**config.mk**
```make
export PLATFORM = sky130hd
export DESIGN_NAME = adc_array_capture
export DESIGN_NICKNAME = d
export VERILOG_FILES = /design/src/rtl/adc_array_pkg.sv /design/src/rtl/adc_shift_lane.sv /design/src/rtl/adc_array_capture.sv
export SDC_FILE = /design/constraint.sdc
export NUM_CORES = 1
export LEC_CHECK = 0
export CAP_MARGIN = 40
export CORE_AREA = 2 2 111 113
export CTS_CLUSTER_DIAMETER = 150
export DETAILED_ROUTE_END_ITERATION = 16
export DIE_AREA = 0 0 113 115
export MAX_ROUTING_LAYER = met4
export PLACE_DENSITY = 0.74
export SETUP_SLACK_MARGIN = 0.4
export SLEW_MARGIN = 20
export SYNTH_ARGS = -nofsm -noshare
export SYNTH_HDL_FRONTEND = slang
export SYNTH_HIERARCHICAL = 1
export SYNTH_SLANG_ARGS = --single-unit
export TNS_END_PERCENT = 10
```
**constraint.sdc**
```tcl
create_clock -name clk -period 3.7 [get_ports clk]
set_input_delay 0.37 -clock clk [delete_from_list [all_inputs] [get_ports clk]]
set_output_delay 0.37 -clock clk [all_outputs]
set_load 0.03 [all_outputs]
```
**src/rtl/adc_array_pkg.sv**
```systemverilog
// rtl/adc_array_pkg.sv - shared state encoding and timing helpers for the ADC array capture block
package adc_array_pkg;

    typedef enum logic [1:0] {
        IDLE    = 2'd0,
        CONVERT = 2'd1,
        SHIFT   = 2'd2,
        LOAD    = 2'd3
    } state_t;

    // One capture spans CONVERT + SHIFT + LOAD, and IDLE must be revisited on counter value 0.
    function automatic int min_sample_period(input int conv_cycles, input int clk_div,
                                             input int sample_bits);
        return conv_cycles + 2 * clk_div * sample_bits + 2;
    endfunction

endpackage

```
**src/rtl/adc_shift_lane.sv**
```systemverilog
// rtl/adc_shift_lane.sv - one MSB-first serial-to-parallel lane with shift enable and clear
module adc_shift_lane #(
    parameter int WIDTH = 16
) (
    input  logic             clk,
    input  logic             rst,
    input  logic             clear,
    input  logic             shift,
    input  logic             sdo,
    output logic [WIDTH-1:0] data
);

    always_ff @(posedge clk) begin
        if (rst || clear) begin
            data <= '0;
        end else if (shift) begin
            data <= (data << 1) | WIDTH'(sdo);
        end
    end

endmodule

```
**src/rtl/adc_array_capture.sv**
```systemverilog
// rtl/adc_array_capture.sv - shared CNV/SCLK capture of NUM_CH serial ADCs onto one stream word
// Optional overflow counter enabled by defining ADC_ARRAY_OVF_CNT_EN.
module adc_array_capture
    import adc_array_pkg::*;
#(
    parameter int NUM_CH        = 4,
    parameter int SAMPLE_BITS   = 16,
    parameter int CLK_DIV       = 2,
    parameter int CONV_CYCLES   = 70,
    parameter int SAMPLE_PERIOD = 200,
    parameter int OVF_WIDTH     = 16
) (
    input  logic                          clk,
    input  logic                          rst,
    input  logic                          enable,
    input  logic [NUM_CH-1:0]             adc_sdo,
    output logic                          adc_cnv,
    output logic                          adc_sclk,
    output logic [NUM_CH*SAMPLE_BITS-1:0] m_axis_tdata,
    output logic                          m_axis_tvalid,
    input  logic                          m_axis_tready,
    output logic [OVF_WIDTH-1:0]          overflow_count,
    output logic                          busy
);

    localparam int PER_W  = (SAMPLE_PERIOD > 1) ? $clog2(SAMPLE_PERIOD) : 1;
    localparam int CONV_W = (CONV_CYCLES > 1) ? $clog2(CONV_CYCLES) : 1;
    localparam int DIV_W  = (CLK_DIV > 1) ? $clog2(CLK_DIV) : 1;
    localparam int BIT_W  = (SAMPLE_BITS > 1) ? $clog2(SAMPLE_BITS) : 1;

    if (SAMPLE_PERIOD < min_sample_period(CONV_CYCLES, CLK_DIV, SAMPLE_BITS)) begin : g_bad_period
        $error("adc_array_capture: SAMPLE_PERIOD too short for one capture");
    end

    state_t                          state_q, state_d;
    logic [PER_W-1:0]                period_cnt;
    logic [CONV_W-1:0]               conv_cnt;
    logic [DIV_W-1:0]                div_cnt;
    logic [BIT_W-1:0]                bit_cnt;
    logic                            sclk_q;
    logic [NUM_CH*SAMPLE_BITS-1:0]   lane_data;

    logic start, conv_last, div_last, bit_last, shift_en, shift_done, load_ok;

    always_comb begin
        conv_last  = (conv_cnt == CONV_W'(CONV_CYCLES - 1));
        div_last   = (div_cnt == DIV_W'(CLK_DIV - 1));
        bit_last   = (bit_cnt == BIT_W'(SAMPLE_BITS - 1));
        start      = (state_q == IDLE) && enable && (period_cnt == '0);
        // Lanes sample on the edge that raises SCLK: last cycle of a low half-period.
        shift_en   = (state_q == SHIFT) && div_last && !sclk_q;
        shift_done = (state_q == SHIFT) && div_last && sclk_q && bit_last;
        load_ok    = !m_axis_tvalid || m_axis_tready;
    end

    always_ff @(posedge clk) begin
        if (rst) begin
            state_q <= IDLE;
        end else begin
            state_q <= state_d;
        end
    end

    always_comb begin
        state_d = state_q;
        case (state_q)
            IDLE:    if (start)      state_d = CONVERT;
            CONVERT: if (conv_last)  state_d = SHIFT;
            SHIFT:   if (shift_done) state_d = LOAD;
            LOAD:                    state_d = IDLE;
            default:                 state_d = IDLE;
        endcase
    end

    always_ff @(posedge clk) begin
        if (rst) begin
            period_cnt    <= '0;
            conv_cnt      <= '0;
            div_cnt       <= '0;
            bit_cnt       <= '0;
            sclk_q        <= 1'b0;
            m_axis_tdata  <= '0;
            m_axis_tvalid <= 1'b0;
        end else begin
            if (!enable || period_cnt == PER_W'(SAMPLE_PERIOD - 1)) begin
                period_cnt <= '0;
            end else begin
                period_cnt <= period_cnt + 1'b1;
            end

            if (state_q == CONVERT && !conv_last) begin
                conv_cnt <= conv_cnt + 1'b1;
            end else begin
                conv_cnt <= '0;
            end

            if (state_q == SHIFT) begin
                if (div_last) begin
                    div_cnt <= '0;
                    sclk_q  <= ~sclk_q;
                    if (sclk_q) begin
                        bit_cnt <= bit_last ? '0 : bit_cnt + 1'b1;
                    end
                end else begin
                    div_cnt <= div_cnt + 1'b1;
                end
            end else begin
                div_cnt <= '0;
                bit_cnt <= '0;
                sclk_q  <= 1'b0;
            end

            // A pending word is never overwritten; a load in the handshake cycle keeps tvalid high.
            if (state_q == LOAD && load_ok) begin
                m_axis_tdata  <= lane_data;
                m_axis_tvalid <= 1'b1;
            end else if (m_axis_tready) begin
                m_axis_tvalid <= 1'b0;
            end
        end
    end

    for (genvar k = 0; k < NUM_CH; k++) begin : g_lane
        adc_shift_lane #(
            .WIDTH (SAMPLE_BITS)
        ) u_lane (
            .clk   (clk),
            .rst   (rst),
            .clear (start),
            .shift (shift_en),
            .sdo   (adc_sdo[k]),
            .data  (lane_data[k*SAMPLE_BITS +: SAMPLE_BITS])
        );
    end

`ifdef ADC_ARRAY_OVF_CNT_EN
    logic [OVF_WIDTH-1:0] ovf_q;

    always_ff @(posedge clk) begin
        if (rst) begin
            ovf_q <= '0;
        end else if (state_q == LOAD && !load_ok && ovf_q != '1) begin
            ovf_q <= ovf_q + 1'b1;
        end
    end

    assign overflow_count = ovf_q;
`else
    assign overflow_count = '0;
`endif

    assign adc_cnv  = (state_q == CONVERT);
    assign adc_sclk = sclk_q;
    assign busy     = (state_q != IDLE);

endmodule

```
==> out/summary.txt, run 1 <==
outcome - finished, violations left
failing checks - design-rule violations
Final period util - 61.5%
XOR/XNOR Fraction of Synth Area - 2.29%
vias in the first global route - 4106
IO buf count - 75
setup_tns - 0 ps
DR pass1 iterations - 11
Cell Area, Synth - 5730 um2
first-pass GRT wire length - 18100 um
wire length per cell - 12.6 um
Die Wd - 113 um
mux contribution to synthesized area - 11.4%
Total Wirelength - 10700 um
row cnt - 40
endpoints failing hold - 0
DRC viols - 9
vias per cell - 4.90
Yosys reg bits - 152
final setup fails - 0
Skew-Pair Late Insertion Delay - 410 ps
crit-path cells - inv_1, ha_1, inv_1, clkdlybuf4s50_1
Worst VDD drop - 366 uV
Synth Flop Type - dfxtp_1
CP max FO - 3
hold slack final - 424 ps
crit-path max cell delay - 690 ps
P&R area growth vs syn - 23.2%
largest net degree at the start of global routing - 51
Yosys warnings - 6
Core Footprint - 11800 um2
share of the synthesized area in the top cell type - 53.1%
largest family of logic cells by synthesized area - simple AND/OR/NAND/NOR gates
Sink Count - 152
asr flop ratio synth - 0%
Ports - 92
most frequent cell after synthesis - dfxtp_1
top post-synthesis cells by count - dfxtp_1, nand2_1, nor2_1
Post-DP Area - 6470 um2
Num CTS Buffers - 17
Hold Buf Count CTS - 0
crit path DAT - 1900 ps
Critical Path Source Type - flip-flop
post-route design area - 7050 um2
Root Driver - clkbuf_16
starting DRC count in detailed routing - 226
CP max stage cell - clkdlybuf4s50_1
Unique masters post-synth - 31
register area share after synthesis - 53.1%
via count - 4147
Slew @ Worst Pin - 674 ps
Gate Count Post-Synth - 627
Mapped Avg Cell Area - 9.13 um2
CTS tree - built
unrepaired setup endpoints after global routing - no
PwrDens - 510 nW/um2
cell taking the most area after synthesis - dfxtp_1
Tmin final - 2270 ps
filler cell count - 1031
worst path required time - 3330 ps
diodes inserted - 0
share of layout cells above drive strength 1 - 6.71%
Die Y - 115 um
Crit path top cell by count - inv_1
sum of net half-perimeters after detailed placement - 7240 um
nets - 704
clock skew - 9.35 ps
H-Tree Level Count - 4
Post-CTS Resized - 0
Detail Route met2 WL - 5330 um
gp weighted congestion - 0.728
Max Freq - 440 MHz
HP Class - in2reg
Max Slew Vio Count - 0
max cap viols - 0
Post-Synth Adder-Cell Area - 1.97%
Reg clk slew, reported paths - 60 ps
placed cells - 814
DRT met1 WL - 4900 um
Synth area leaders - dfxtp_1, mux2i_1, nand2_1
Slew HR - 55.1%
postcts setup bufs - 0
GRT Resource Usage Total - 17.8%
met3 wire length - 359 um
grt ovf - 0
Critical Path End Type - output pin
post-route insts no fill - 847
Final ANT Viol Nets - 0
initial core utilization - 48.5%
leakage power - 0.00234 uW
initial antenna violation count - 0
Simple-Gate Fraction of Synth Area - 18.0%
clk buf depth - 2
Die ar. - 13000 um2
Compound-Gate Fraction of Synth Area - 6.64%
Max Used Layer - met4
critical path class - reg2out
EDFF count, synth - 0
-- final timing paths --
check,from,to,slack (ps),depth (start not counted)
max reg2reg,state_q[0],g_lane[1].u_lane/data[13],1600,8
max,state_q[0],busy,1430,4
min,rst,m_axis_tdata[38],420,2
min reg2reg,m_axis_tdata[20],m_axis_tdata[20],450,2
-- layout by cell type, fill, tap and decap left out, types with 3 or more instances in the layout --
cell type        netlist  routed
a21oi_1               66      66
and3_1                 3       3
buf_16                 0       3
clkbuf_16              0      17
clkdlybuf4s50_1        0      74
clkinv_4               0       4
clkinvlp_4             0       6
conb_1                 1      16
dfxtp_1              152     152
ha_1                   9       9
inv_1                  8       8
mux2i_1               65      65
nand2_1              135     134
nand2b_1               4       4
nand3_1                9       9
nor2_1                86      85
or2_1                  4       4
xnor2_1                7       7
xor2_1                 8       8
-- metrics by stage --
stage	setup WS [ps]	util [%]	total power, uW
after floorplan	2120	-	1980
after global placement	1420	54.1	2010
after detailed placement	1560	54.8	2030
after CTS	1400	59.5	3630
after global routing	1320	59.7	3730
final	1430	59.7	3600
-- layer usage --
metal	track usage (%)	vias to the layer above
met5	-	-
met3	4.80	12
li1	-	2123
met1	20.2	1938
met2	30.4	74
met4	6.02	0
-- flip-flops by register name, indices dropped and copies added, names as in the netlist --
signal	flops
state_q	2
m_axis_tdata	64
adc_sclk	1
div_cnt	1
bit_cnt	4
g_lane.u_lane/data	64
period_cnt	8
conv_cnt	7
m_axis_tvalid	1
-- cell families (layout without fill, tap and decap cells) --
family	Yosys count	after routing
buf+inv	63	121
compound gates	71	71
mux	65	65
xor+xnor	15	15
flops	152	152
fa+ha+maj	9	9
simple gates	251	251
other cells	1	16
-- worst max-delay path: cells and delay by family, from the launching register on --
family	cells	cell delay, ps
adders and majority gates	1	230
buffers and inverters	3	910
DFF	1	360
-- where the power goes --
group	internal, uW	switching [uW]	total, uW
combinational	102	227	329
clock	926	672	1600
sequential	1650	16.6	1670
-- final cells by class --
| class | count | area [um2] | share of cell area (%) |
|---|---|---|---|
| Inverter | 8 | 30.0 | 0.426 |
| Timing Repair Buffer | 81 | 863 | 12.2 |
| Multi-Input combinational cell | 427 | 2370 | 33.7 |
| Clock buffer | 18 | 429 | 6.08 |
| Clock inverter | 14 | 129 | 1.83 |
| Tap cell | 147 | 184 | 2.61 |
| Sequential cell | 152 | 3040 | 43.1 |
Note: power is estimated with default switching activity, not from simulation.
==> inputs of run 2 (changes only) <==
==> constraint.sdc (replaced) <==
create_clock -name clk -period 2.2 [get_ports clk]
set_input_delay 0.22 -clock clk [delete_from_list [all_inputs] [get_ports clk]]
set_output_delay 0.22 -clock clk [all_outputs]
set_load 0.03 [all_outputs]
==> out/summary.txt, run 2 (synthesized netlist as in run 1, its figures left out) <==
outcome - finished, violations left
failing checks - design-rule violations
first-pass GRT wire length - 18500 um (+2.1%)
sum of net half-perimeters after detailed placement - 7200 um (-0.54%)
critical path class - reg2out
max cap viols - 0 (unchanged)
GRT Resource Usage Total - 18.1% (+0.30 points)
Reg-to-Reg End - g_lane[1].u_lane/data[14]
via count - 4206 (+1.4%)
leakage power - 0.00242 uW (+3.5%)
critical hold path startpoint - rst
Buf/Inv on CP - 3 (unchanged)
final setup fails - 0 (unchanged)
worst path required time - 1980 ps (-1350 ps)
commonest cells after routing, fill and taps aside - dfxtp_1, nand2_1, nor2_1
clock skew - 8.57 ps (-0.784 ps)
largest net degree at the start of global routing - 65 (+27%)
Skew-Pair Late Insertion Delay - 410 ps (about the same)
CP max stage cell - dlygate4sd2_1
Core Footprint - 11800 um2 (unchanged)
vias per cell - 4.94 (+0.95%)
setup_tns - 0 ps (unchanged)
share of layout cells above drive strength 1 - 7.53% (+0.81 points)
endpoints failing hold - 0 (unchanged)
crit-path cells - inv_1, ha_1, inv_1, dlygate4sd2_1
initial core utilization - 48.5% (unchanged)
diodes inserted - 0 (unchanged)
Root Driver - clkbuf_16
CTS tree - built
crit-path max cell delay - 410 ps (-280 ps)
Tmin final - 1860 ps
HP Class - in2reg
Final Power - 6400 uW (+78%)
Die Wd - 113 um (unchanged)
R2R Setup Slk - 420 ps (-1180 ps)
met2 usage - 30.7% (+0.28 points)
Sink Count - 152 (unchanged)
H-Tree Level Count - 4 (unchanged)
CP max FO - 3 (unchanged)
Num CTS Buffers - 17 (unchanged)
Crit path top cell by count - inv_1
Max Slew Vio Count - 0 (unchanged)
Largest regs - g_lane.u_lane/data (64), m_axis_tdata (64), period_cnt (8)
crit path DAT - 1640 ps (-260 ps)
Global Route met3 Usage - 4.90% (+0.11 points)
Hold Buf Count CTS - 0 (unchanged)
Total Wirelength - 11000 um (+2.6%)
wire length per cell - 12.9 um (+2.1%)
DR pass1 iterations - 10 (-1)
PwrDens - 899 nW/um2 (+76%)
Critical Path End Type - output pin
Ports - 92 (unchanged)
Slew @ Worst Pin - 553 ps (-120 ps)
IO buf count - 75 (unchanged)
grt ovf - 0 (unchanged)
Hold Crit Endpoint - m_axis_tdata[32]
worst hold path depth - 2 (unchanged)
P&R area growth vs syn - 24.4%
nets - 708 (+0.57%)
Final period util - 84.4%
DRC viols - 9 (unchanged)
Die ar. - 13000 um2 (unchanged)
Slew HR - 62.9% (+7.8 points)
CP top delay family - buffers and inverters
Max Freq - 538 MHz
Worst VDD drop - 528 uV (+44%)
busiest grt layer - met2
Critical Path Source Type - flip-flop
row cnt - 40 (unchanged)
vias in the first global route - 4116 (+0.24%)
commonest non-fill, non-tap cell in the layout - dfxtp_1
filler cell count - 1007 (-2.3%)
Reg2Reg Depth - 7 (-1)
initial antenna violation count - 0 (unchanged)
gp weighted congestion - 0.790 (+8.6%)
unrepaired setup endpoints after global routing - yes
Die Y - 115 um (unchanged)
Reg clk slew, reported paths - 60 ps (about the same)
met1 Resource Use GR - 20.7% (+0.41 points)
clk buf depth - 2 (unchanged)
Reg2Reg Launch Point - state_q[0]
Final ANT Viol Nets - 0 (unchanged)
starting DRC count in detailed routing - 179 (-21%)
-- run 2: changes by cell type in the layout (fill, tap and decap cells not counted), sizes merged --
cell	previous run	this run
dlygate4sd2	0	2
dlymetal6s2s	0	1
inv	9	8
buf	7	11
bufinv	1	4
clkdlybuf4s50	74	71
clkinvlp	6	2
clkbuf	18	21
clkinv	6	5
-- run 2: through the flow --
step                hold slack [ps]  worst slack [ps]  utilization (%)  instance area (um2)  instances
floorplan                       367               624                -                 5780        642
global placement                440               311             54.9                 6480        818
detailed placement              448               240             54.9                 6480        818
CTS                             135               255             60.2                 7110        850
global route                    166               235             60.3                 7120        851
finish                          155               342             60.3                 7120        851
-- run 2: worst max path at each step --
stage,startpoint,end,cells past startpoint
finish,state_q[0],busy,4
global route,state_q[0],busy,4
CTS,state_q[0],g_lane[0].u_lane/data[3],6
detailed placement,enable,g_lane[2].u_lane/data[12],5
global placement,enable,g_lane[0].u_lane/data[6],5
floorplan,period_cnt[3],g_lane[0].u_lane/data[10],6
-- run 2: repair_timing --
action                                 CTS  global route
buffers inserted                         0             1
setup endpoints to repair               51            67
pin swaps                                0             1
endpoints found under the hold margin    0             0
gates resized for setup                  4             3
-- run 2: routing by layer --
| layer | part of all wire, % | wire, um | up-vias |
|---|---|---|---|
| li1 | - | - | 2134 |
| met4 | 0.76 | 84 | 0 |
| met1 | 46 | 5010 | 1990 |
| met3 | 3.6 | 397 | 9 |
| met2 | 50 | 5490 | 73 |
| met5 | 0 | 0 | - |
-- run 2: final cells by class --
type,count,area (um2),share of cell area (%)
multi-input combinational,427,2380,33.4
clock inverter,11,171,2.41
inverter,8,30.0,0.421
sequential,152,3040,42.7
tap,147,184,2.58
clock buffer,21,460,6.46
timing repair buffer,85,858,12.0
-- run 2: power breakdown --
part	total, uW	internal [uW]	switching (uW)	leakage, uW
registers	2810	2780	30.5	0.00122
clock network	3040	1960	1080	0.000303
logic	551	168	383	0.000890
